$ cat src/rtl/predecode_pkg.sv
// Shared opcode constants and branch classification for the fetch-group pre-decoder.
// Covers the LoongArch branch encodings that the pre-decoder recognises.
package predecode_pkg;

    localparam logic [5:0] OP_JIRL = 6'b010011;
    localparam logic [5:0] OP_B    = 6'b010100;
    localparam logic [5:0] OP_BL   = 6'b010101;
    localparam logic [5:0] OP_BEQ  = 6'b010110;
    localparam logic [5:0] OP_BNE  = 6'b010111;
    localparam logic [5:0] OP_BLT  = 6'b011000;
    localparam logic [5:0] OP_BGE  = 6'b011001;
    localparam logic [5:0] OP_BLTU = 6'b011010;
    localparam logic [5:0] OP_BGEU = 6'b011011;

    typedef enum logic [2:0] {
        BK_NONE,
        BK_DIRECT,
        BK_COND,
        BK_CALL,
        BK_RET,
        BK_IND
    } br_kind_e;

    // b and bl both classify as BK_DIRECT; only a jirl with rd==1 is BK_CALL.
    function automatic br_kind_e classify(input logic [31:0] inst);
        br_kind_e kind;
        kind = BK_NONE;
        case (inst[31:26])
            OP_B, OP_BL: kind = BK_DIRECT;
            OP_BEQ, OP_BNE, OP_BLT, OP_BGE, OP_BLTU, OP_BGEU: kind = BK_COND;
            OP_JIRL: begin
                if (inst[4:0] == 5'd0 && inst[9:5] == 5'd1 && inst[25:10] == 16'd0)
                    kind = BK_RET;
                else if (inst[4:0] == 5'd1)
                    kind = BK_CALL;
                else
                    kind = BK_IND;
            end
            default: kind = BK_NONE;
        endcase
        return kind;
    endfunction

endpackage

$ cat src/rtl/ras_stack.sv
// Circular return address stack: a push when full overwrites the oldest entry,
// and a pop on an empty stack is ignored.
module ras_stack #(
    parameter int DEPTH = 8
) (
    input  logic        clk,
    input  logic        resetn,
    input  logic        push,
    input  logic        pop,
    input  logic [31:0] push_data,
    output logic [31:0] top,
    output logic        nonempty
);

    localparam int PW = $clog2(DEPTH);

    logic [31:0]   entries [DEPTH];
    logic [PW-1:0] ptr;
    logic [PW:0]   count;
    logic [PW-1:0] top_idx;

    assign top_idx  = ptr - PW'(1);
    assign top      = entries[top_idx];
    assign nonempty = (count != '0);

    always_ff @(posedge clk or negedge resetn) begin
        // NOTE: the storage array sits inside the async-reset block because the
        // entries must read back as zero after reset, not as leftover data.
        if (!resetn) begin
            ptr   <= '0;
            count <= '0;
            for (int i = 0; i < DEPTH; i++) entries[i] <= '0;
        end else if (push) begin
            // NOTE: state registers use non-blocking assignments so every
            // register samples the pre-edge values of its sources.
            entries[ptr] <= push_data;
            ptr          <= ptr + PW'(1);
            if (count != (PW+1)'(DEPTH)) count <= count + 1'b1;
        end else if (pop && nonempty) begin
            ptr   <= ptr - PW'(1);
            count <= count - 1'b1;
        end
    end

    assert property (@(posedge clk) disable iff (!resetn) !(push && pop));

endmodule

$ cat src/rtl/predecode_ras.sv
// Fetch-group pre-decoder: classifies each lane, picks the first redirecting lane,
// truncates the group behind it, predicts returns from the RAS, and registers the result.
module predecode_ras
    import predecode_pkg::*;
#(
    parameter int FETCH_WIDTH = 2,
    parameter int RAS_DEPTH   = 8
) (
    input  logic                        clk,
    input  logic                        resetn,
    input  logic                        flush,
    input  logic                        in_valid,
    output logic                        in_ready,
    input  logic [31:0]                 in_pc,
    input  logic [32*FETCH_WIDTH-1:0]   in_inst,
    input  logic [FETCH_WIDTH-1:0]      in_mask,
    output logic                        out_valid,
    input  logic                        out_ready,
    output logic [31:0]                 out_pc,
    output logic [32*FETCH_WIDTH-1:0]   out_inst,
    output logic [FETCH_WIDTH-1:0]      out_mask,
    output logic                        out_redirect,
    output logic [31:0]                 out_target,
    output logic [((FETCH_WIDTH > 1) ? $clog2(FETCH_WIDTH) : 1)-1:0] out_stop_lane,
    output logic                        out_is_ret
);

    localparam int SLW = (FETCH_WIDTH > 1) ? $clog2(FETCH_WIDTH) : 1;

    br_kind_e                lane_kind [FETCH_WIDTH];
    logic [31:0]             lane_pc   [FETCH_WIDTH];
    logic [31:0]             lane_tgt  [FETCH_WIDTH];
    logic [FETCH_WIDTH-1:0]  lane_stop;
    logic [FETCH_WIDTH-1:0]  lane_push;

    for (genvar i = 0; i < FETCH_WIDTH; i++) begin : g_lane
        logic [31:0] inst;
        logic [31:0] off26;
        logic [31:0] off16;

        assign inst         = in_inst[32*i +: 32];
        assign lane_kind[i] = classify(inst);
        assign lane_pc[i]   = in_pc + 32'(4 * i);
        // b/bl split the 26-bit offset: low 16 bits in [25:10], high 10 bits in [9:0].
        assign off26        = {{4{inst[9]}}, inst[9:0], inst[25:10], 2'b00};
        assign off16        = {{14{inst[25]}}, inst[25:10], 2'b00};
        assign lane_tgt[i]  = lane_pc[i] + ((lane_kind[i] == BK_DIRECT) ? off26 : off16);
        assign lane_stop[i] = in_mask[i] &&
                              ((lane_kind[i] inside {BK_DIRECT, BK_CALL, BK_RET, BK_IND}) ||
                               (lane_kind[i] == BK_COND && inst[25]));
        assign lane_push[i] = (lane_kind[i] == BK_CALL) ||
                              (lane_kind[i] == BK_DIRECT && inst[31:26] == OP_BL);
    end

    logic                   stop_found;
    logic [SLW-1:0]         stop_lane;
    br_kind_e               sel_kind;
    logic [31:0]            sel_tgt;
    logic [31:0]            sel_pc;
    logic                   sel_push;
    logic [FETCH_WIDTH-1:0] kept_mask;

    always_comb begin
        // NOTE: every signal written here gets a default first, so no path
        // leaves it unassigned and no latch is inferred.
        stop_found = 1'b0;
        stop_lane  = '0;
        sel_kind   = BK_NONE;
        sel_tgt    = '0;
        sel_pc     = '0;
        sel_push   = 1'b0;
        kept_mask  = '0;
        for (int i = 0; i < FETCH_WIDTH; i++) begin
            kept_mask[i] = in_mask[i] & ~stop_found;
            if (lane_stop[i] && !stop_found) begin
                stop_found = 1'b1;
                stop_lane  = SLW'(i);
                sel_kind   = lane_kind[i];
                sel_tgt    = lane_tgt[i];
                sel_pc     = lane_pc[i];
                sel_push   = lane_push[i];
            end
        end
    end

    logic        accept;
    logic        ras_push;
    logic        ras_pop;
    logic [31:0] ras_top;
    logic        ras_nonempty;

    assign in_ready = !out_valid || out_ready;
    assign accept   = in_valid && in_ready && !flush;
    assign ras_push = accept && stop_found && sel_push;
    assign ras_pop  = accept && stop_found && (sel_kind == BK_RET);

    ras_stack #(.DEPTH(RAS_DEPTH)) u_ras (
        .clk       (clk),
        .resetn    (resetn),
        .push      (ras_push),
        .pop       (ras_pop),
        .push_data (sel_pc + 32'd4),
        .top       (ras_top),
        .nonempty  (ras_nonempty)
    );

    logic        redirect;
    logic [31:0] target;
    logic        is_ret;

    always_comb begin
        redirect = 1'b0;
        target   = '0;
        is_ret   = 1'b0;
        case (sel_kind)
            BK_DIRECT, BK_COND: begin
                redirect = 1'b1;
                target   = sel_tgt;
            end
            BK_RET: begin
                if (ras_nonempty) begin
                    redirect = 1'b1;
                    target   = ras_top;
                    is_ret   = 1'b1;
                end
            end
            default: ;
        endcase
    end

    always_ff @(posedge clk or negedge resetn) begin
        if (!resetn) begin
            out_valid     <= 1'b0;
            out_pc        <= '0;
            out_inst      <= '0;
            out_mask      <= '0;
            out_redirect  <= 1'b0;
            out_target    <= '0;
            out_stop_lane <= '0;
            out_is_ret    <= 1'b0;
        end else if (flush) begin
            out_valid <= 1'b0;
        end else if (accept) begin
            out_valid     <= 1'b1;
            out_pc        <= in_pc;
            out_inst      <= in_inst;
            out_mask      <= kept_mask;
            out_redirect  <= redirect;
            out_target    <= target;
            out_stop_lane <= stop_lane;
            out_is_ret    <= is_ret;
        end else if (out_ready) begin
            out_valid <= 1'b0;
        end
    end

endmodule

$ cat config.mk
export PLATFORM = sky130hd
export DESIGN_NAME = predecode_ras
export DESIGN_NICKNAME = d
export VERILOG_FILES = /design/src/rtl/predecode_pkg.sv /design/src/rtl/ras_stack.sv /design/src/rtl/predecode_ras.sv
export SDC_FILE = /design/constraint.sdc
export NUM_CORES = 1
export LEC_CHECK = 0
export BUFFER_PORTS_ARGS = -buffer_cell sky130_fd_sc_hd__clkbuf_2
export CAP_MARGIN = 40
export CORE_ASPECT_RATIO = 1.25
export CORE_MARGIN = 4
export CORE_UTILIZATION = 65
export DETAILED_ROUTE_END_ITERATION = 6
export PLACE_DENSITY = 0.9
export SETUP_SLACK_MARGIN = 0.1
export SKIP_LAST_GASP = 1
export SLEW_MARGIN = 20
export SYNTH_ARGS = -nofsm -noshare
export SYNTH_HDL_FRONTEND = slang
export SYNTH_HIERARCHICAL = 1
export SYNTH_SLANG_ARGS = --single-unit
$ cat constraint.sdc
create_clock -name clk -period 7.5 [get_ports clk]
set_input_delay 1.5 -clock clk [delete_from_list [all_inputs] [get_ports clk]]
set_output_delay 1.5 -clock clk [all_outputs]
set_load 0.01 [all_outputs]
=== Word level (Yosys, flattened, before mapping) ===
Index checks and enable logic that the tools add are counted.

* Bits in registers: 397
* Latch bits: 0
* Bits in writable memories: 0
* ROM bits: 0
* Output and inout bits: 135
* Word-level logic and storage cells: 151
* Memories: 0

* $add $sub $neg: 8
* Multipliers: 0
* Divide/modulo/power cells: 0
* $lt $le $gt $ge: 3
* Equal/unequal tests: 37
* Shift operators: 0
* Mux-type cells: 38
* Bitwise logic cells: 5
* Reduce and logical (&&, ||, !) cells: 42

{| class="wikitable"
|+ Operators with widths
! operator !! number
|-
| $mux 32 || 10
|-
| $bwmux 256 || 1
|-
| $eq 6x5->1 const B || 18
|-
| $bmux 32 s3 || 1
|-
| $demux 32 s3 || 1
|-
| $add 32x3->32 const B || 2
|-
| $add 32x32->32 || 2
|-
| $pmux 32 s2 || 1
|-
| $logic_not 16->1 || 2
|-
| $mux 3 || 8
|-
| $eq 5x1->1 const B || 4
|-
| $logic_and 1x1->1 || 18
|-
| $pmux 3 s3 || 2
|-
| $eq 3x2->1 const B || 5
|-
| $eq 3x3->1 const B || 5
|-
| $mux 4 || 3
|-
| $reduce_bool 4->1 || 3
|-
| $reduce_or 6->1 || 2
|-
| $logic_not 5->1 || 2
|-
| $mux 1 || 10
|-
| $eq 3x1->1 const B || 3
|-
| $ge 4x4->1 const B || 2
|-
| $not 3->4 || 2
|-
| $reduce_or 2->1 || 3
|-
| 15 further kinds || 23
|}

=== Longest topological paths before layout ===
* Depth in word-level cells: 18
* Gate-level depth with buffers: 18

=== Modules after synthesis ===
The synthesis kept the hierarchy.

{| class="wikitable"
|+ Modules (own cells, without submodules)
! module !! times used !! cells an instance !! area each (um^2) !! sequential area each (um^2)
|-
| ras_stack || 1 || 706 || 11877.6 || 6581.3
|-
| predecode_ras || 1 || 1410 || 11038.1 || 3353.2
|}

=== Worst setup path before layout ===
No wires, ideal clock.

* Path type: input-to-reg
* Start: input port in_inst[27]
* End: register u_ras/entries[150] in the netlist's numbering
* Library setup time: 0.127 ns
* Arrival time: 5.118 ns
* Data required time: 7.373 ns
* Path slack: 2.255 ns
* Cell stages on the path: 18
* Path buffers: 4
* Path through: nor2b_1 a221oi_4 nor2_1 clkbuf_1 clkbuf_1 clkbuf_1 nand2_1 o21ai_0 ha_1 inv_1 nor4_1 a31oi_1 nor3_1 and4b_1 clkbuf_1 nand4_1 xnor2_1 mux2_1

* Longest elaborated chain between the ends: 13

{| class="wikitable"
|+ RTL lines
! what !! RTL line !! text
|-
| start, declared || predecode_ras.sv:15 || <nowiki>input logic [32*FETCH_WIDTH-1:0] in_inst,</nowiki>
|-
| $eq 6x5->1 (on tied branches) || predecode_pkg.sv:28, predecode_ras.sv:52 ||
|-
| $reduce_or 6->1 / $reduce_or 2->1 (equally long branches) || predecode_pkg.sv:28 || <nowiki>case (inst[31:26])</nowiki>
|-
| $pmux 3 s3 || predecode_pkg.sv:28 ||
|-
| $eq 3x1->1, or another cell as far along || predecode_ras.sv:49, predecode_ras.sv:52 ||
|-
| $reduce_bool 4->1 / $logic_and 1x1->1 (equally long branches) || predecode_ras.sv:49, predecode_ras.sv:50 ||
|-
| $logic_or 1x1->1 || predecode_ras.sv:49 || <nowiki>((lane_kind[i] inside {BK_DIRECT, BK_CALL, BK_RET, BK_IND}) ||</nowiki>
|-
| $logic_and 1x1->1 || predecode_ras.sv:48 || <nowiki>assign lane_stop[i] = in_mask[i] &&</nowiki>
|-
| $mux 1 || predecode_ras.sv:75 || <nowiki>if (lane_stop[i] && !stop_found) begin</nowiki>
|-
| $logic_not 1->1 || predecode_ras.sv:75 ||
|-
| $logic_and 1x1->1 || predecode_ras.sv:75 ||
|-
| $mux 32 / $mux 1 (equally long branches) || predecode_ras.sv:75 ||
|-
| $add 32x3->32 / $logic_and 1x1->1 (equally long branches) || predecode_ras.sv:102, predecode_ras.sv:94 ||
|-
| $bwmux 256 / $logic_and 1x1->1 (equally long branches) || ras_stack.sv:36, predecode_ras.sv:94 ||
|-
| end signal, assigned by index || ras_stack.sv:36 || <nowiki>entries[ptr] <= push_data;</nowiki>
|-
| end, declared || ras_stack.sv:17 || <nowiki>logic [31:0] entries [DEPTH];</nowiki>
|}

Parallel ways exist; a longest one is shown, timed or not.
A chain may end at the register's enable or synchronous reset.

=== Worst setup path after layout ===
* Start: input port in_pc[3]
* End: register out_target[31]

* Longest elaborated chain between the ends: 4

{| class="wikitable"
|+ RTL lines
! what !! RTL line !! text
|-
| start, declared || predecode_ras.sv:14 || <nowiki>input logic [31:0] in_pc,</nowiki>
|-
| $add 32x3->32 / $add 32x32->32 (equally long branches) || predecode_ras.sv:43, predecode_ras.sv:47 ||
|-
| $add 32x32->32 / $mux 32 (equally long branches) || predecode_ras.sv:47, predecode_ras.sv:75 ||
|-
| $mux 32 (*) || predecode_ras.sv:75 ||
|-
| $pmux 32 s2 (*) || predecode_ras.sv:115 || <nowiki>case (sel_kind)</nowiki>
|-
| end signal, assigned || predecode_ras.sv:149 || <nowiki>out_target <= target;</nowiki>
|-
| end, declared || predecode_ras.sv:23 || <nowiki>output logic [31:0] out_target,</nowiki>
|}

Every way passes the cells marked *; elsewhere a longest branch is shown, timed or not.

==> flow_results.org <==
** Cells and area
- Leaving out fill and tap cells, the most frequent cell in the layout is dfrtp_1.
- The net count of the finished layout is 2496.
- In the layout the commonest cells are dfrtp_1 (396), nand2_1 (364), mux2_2 (258).
- Layout Area Growth over Synthesis :: 13.3%
- Excluding fillers, the count of instances in the completed layout stands at 2816.
- The layout has 2199 filler cells.
- Share of final-layout standard cells stronger than drive strength 1 :: 29.6%
- At the end of the flow the core is filled with cells to 75.0%.
- With fillers left out, the area of the finished cells amounts to 0.0260 mm^2.

** Clock network
- The later pin in the worst-skew pair is clocked with a latency of 0.57 ns.
- Number of buffers inserted during clock tree synthesis :: 38
- The clock net in this run drives a total of 397 sinks.
- Clock tree from TritonCTS :: built
- Deepest clock path buffer count :: 3
- After clock tree synthesis, the flow added hold-fix buffers numbering 0.
- The clock tree synthesis step divided the H-tree into 2 levels.
- Clock input transition at the sequential cells of the worst setup and hold paths :: 0.06 ns
- After clock tree synthesis, the setup repair step added 0 buffers.
- Clock tree synthesis selected as its root buffer the cell clkbuf_16.
- Resized cells post-CTS :: 0

** Power
- Reported net switching power :: 1.42 mW
- Leakage Power :: 12.8 nW
- Total internal power :: 3.57 mW
- In this run the power density over the cells is 192 mW/mm^2.
- Worst vdd rail ir drop :: 0.180 mV
- In this run, flip-flops and latches consume 45.6% of the power.
- Switching share of total power :: 28.5%
- Of the total power, the clock network draws 37.8%.
- Combinational logic is responsible for 16.6% of the overall power.
- Overall power after layout :: 5.00 mW

** Run
- Max-capacitance violation count :: 0

** Routing
- Antenna-violating nets left :: 0
- Post-detailed-route via-to-cell ratio :: 6.76
- Overall via count from detail_route :: 19000
- Detailed Route WL :: 74.3 mm
- Detailed Route Iter0 Violations :: 2014
- Dividing the detail-routed wire length by the instance count gives 26.4 um.
- In the routed design, unresolved DRC markers number 0.
- Length of the first detailed-routing pass in iterations :: 6

** Outcome
- Status :: finished, final reports clean

** Timing
- RSZ-0062 raised after global routing :: no
- The max-slew violation count came to 0.
- The number of failing hold endpoints at the final stage is 0.
- Subtracting the final worst setup slack from the clock period gives 5.86 ns.
- Transition time of the tightest slew-check pin :: 0.928 ns
- In this run the tightest slew margin relative to its limit is 38.0%.
- Fin Setup TNS :: 0 ns
- Setup violations remaining at the end of the flow were counted as 0.
- The tightest hold path in the finished design has a slack of 0.472 ns.
- Once routing completed, OpenROAD measured the worst setup slack at 1.64 ns.
- Achievable clock frequency :: 171 MHz
- Across the routed clock network, the largest skew measured is 0.0234 ns.
- Period utilisation layout :: 78.2%

** Floorplan
- The die is 218 um tall.
- Area of the core :: 0.0346 mm^2
- Number of top-level design ports :: 238
- The initialized floorplan defines 76 standard-cell rows.
- Starting Density :: 66.2%
- Overall die area :: 0.0383 mm^2
- Measured along the x axis, the die boundary spans 176 um.

** Synth
- Each instance of the synthesized netlist takes up on average 10.8 um^2.
- Post-Syn Nets :: 2290
- Flip-flop and latch count after synthesis :: 397
- Sequential area share after synthesis :: 43.4%
- The netlist uses 87 different library cells.
- Among all flip-flop cells after synthesis, the most frequent one is dfrtp_1.
- Yosys warning total :: 6
- Post-synthesis cell count :: 2116
- Counting flops with an async set or reset pin after synthesis yields a share of 100%.
- Area of the mapped netlist :: 0.0229 mm^2
- In this run, synthesis inferred 0 flip-flops with an integrated enable.

** Setup path
- Tracing the worst setup path back leads to its startpoint at in_pc[3].
- Slowest cell on crit path :: nor3_1
- Most used cell, CP :: nand3_1
- Crit end category :: flop
- Launching element type of the critical path :: input port
- Worst path cell trace :: clkbuf_2 > ha_1 > nand3_1 > or2_1 > or4_1 > xnor2_1 > ha_1 > nand2_1 > nor3_1 > nand3_1 > o211ai_1 > a311o_1 > a21boi_0 > nand3_1 > nor4b_1 > a211o_1
- Number of cells on the critical path :: 16
- Reg-to-reg endpoint :: u_ras/entries[141]$_DFFE_PN0P_
- Required time worst endpoint :: 8.00 ns
- Along the worst path, the maximum fanout reaches 9.
- Across all register-to-register paths, the minimum setup slack is 3.58 ns.
- WP data arrival :: 6.36 ns
- Together, buffers and inverters on the worst path number 1.
- CP Class :: in2reg
- In this design, the stage delay of the slowest critical-path cell is 0.65 ns.
- Kind of cell adding the most delay to the critical path :: simple AND/OR/NAND/NOR gates
- Crit Reg-Reg Startpoint :: out_valid$_DFFE_PN0P_
- The number of cells on the worst reg-to-reg path is 9.

** Worst hold path
- The path with the worst hold slack has its endpoint at out_inst[41]$_DFFE_PN0P_.
- The min-delay analysis places its worst path in the category reg2reg.
- Worst hold path stage count :: 2
- The worst hold path begins at out_inst[41]$_DFFE_PN0P_.

** Place
- IO buf count :: 237
- Minimum setup slack after placement :: 1.28 ns
- Placed cell count :: 2745
- The HPWL after detailed placement is 52.4 mm.
- Placed Area :: 0.0247 mm^2
- Final RePlAce weighted congestion :: 1.00

** Global routing
- Vias in the first global route :: 19300
- Summed over all layers, the global routing overflow is 0.
- Pin count of the biggest net entering global routing :: 161
- Global routing consumed, over all layers together, 38.4% of the routing resources.
- Antenna violations before repair :: 3
- The first global-routing pass estimated 114 mm of wire.
-- cell usage after synthesis (19+ instances only) --
master    instances  area, um^2
dfrtp_1         397        9930
nand2_1         364        1370
mux2_2          258        2910
a21oi_1          77         385
o21ai_0          73         365
xnor2_1          72         631
ha_1             68         851
mux4_2           65        1460
a21o_1           64         480
clkbuf_1         61         229
nor2_1           49         184
nand3_1          43         215
buf_2            42         210
xor2_1           39         342
inv_1            35         131
mux2_1           34         383
a22oi_1          29         218
nor3_1           27         135
nor4_1           21         131
nand4_1          19         119
-- worst reg2reg max path, delay by kind of cell, from the launching register on --
family        cells  cell delay, ns
flops             1            0.36
mux               1            0.41
buf+inv           3            1.20
simple gates      5            1.82
-- worst max-delay path by stage --
stage | to | slack [ns]
2_1_floorplan | u_ras/entries[150]$_DFFE_PN0P_ | 2.25
3_3_place_gp | out_target[29]$_DFFE_PN0P_ | 1.29
5_1_grt | out_target[29]$_DFFE_PN0P_ | 1.48
3_5_place_dp | out_target[31]$_DFFE_PN0P_ | 1.28
6_report | out_target[31]$_DFFE_PN0P_ | 1.64
4_1_cts | out_target[31]$_DFFE_PN0P_ | 1.83
-- layer usage --
metal | global-route usage [%] | vias up | part of all wire (%)
met1 | 49.9 | 9460 | 38
met2 | 60.9 | 1209 | 47
met3 | 8.84 | 278 | 9.9
met5 | 0 | - | 0
met4 | 19.7 | 0 | 5.8
li1 | - | 8098 | -
-- layout make-up --
cell class                      instances  area (um^2)  share of cell area [%]
Timing Repair Buffer                  287         1730                    6.67
Tap cell                              468          586                    2.26
Multi-Input combinational cell       1562        12400                    47.6
Inverter                               36          135                   0.521
Antenna cell                            3         7.51                  0.0289
Sequential cell                       397         9940                    38.3
Clock buffer                           51         1040                    4.01
Clock inverter                         12          156                   0.602
-- power by group through the flow --
stage          Clock [mW]  Combinational, mW  Sequential (mW)
3_5_place_dp            0              0.805             2.32
6_report             1.89              0.828             2.28
5_1_grt              2.00              0.894             2.29
3_3_place_gp            0              0.782             2.31
2_1_floorplan           0              0.422             2.35
4_1_cts              1.91              0.812             2.28
-- sequential cells by signal, indices dropped and copies added (netlist names) --
| register | cells |
|---|---|
| out_target | 32 |
| out_pc | 32 |
| u_ras/count | 4 |
| u_ras/entries | 256 |
| out_valid | 1 |
| out_mask | 2 |
| u_ras/ptr | 3 |
| out_redirect | 1 |
| out_is_ret | 1 |
| out_stop_lane | 1 |
| out_inst | 64 |
-- cell families (layout without fill, tap and decap cells) --
group | after synthesis | count (layout) | synth area share [%]
XOR/XNOR | 111 | 111 | 4.24
flip-flops | 397 | 397 | 43.4
other | 0 | 3 | 0
multiplexers | 359 | 359 | 20.8
AO/OA/AOI/OAI | 379 | 379 | 11.3
adder cells (fa/ha/maj) | 71 | 71 | 3.97
buffers and inverters | 157 | 386 | 3.05
AND/OR/NAND/NOR | 642 | 642 | 13.3
Note: power is estimated with default switching activity, not from simulation.
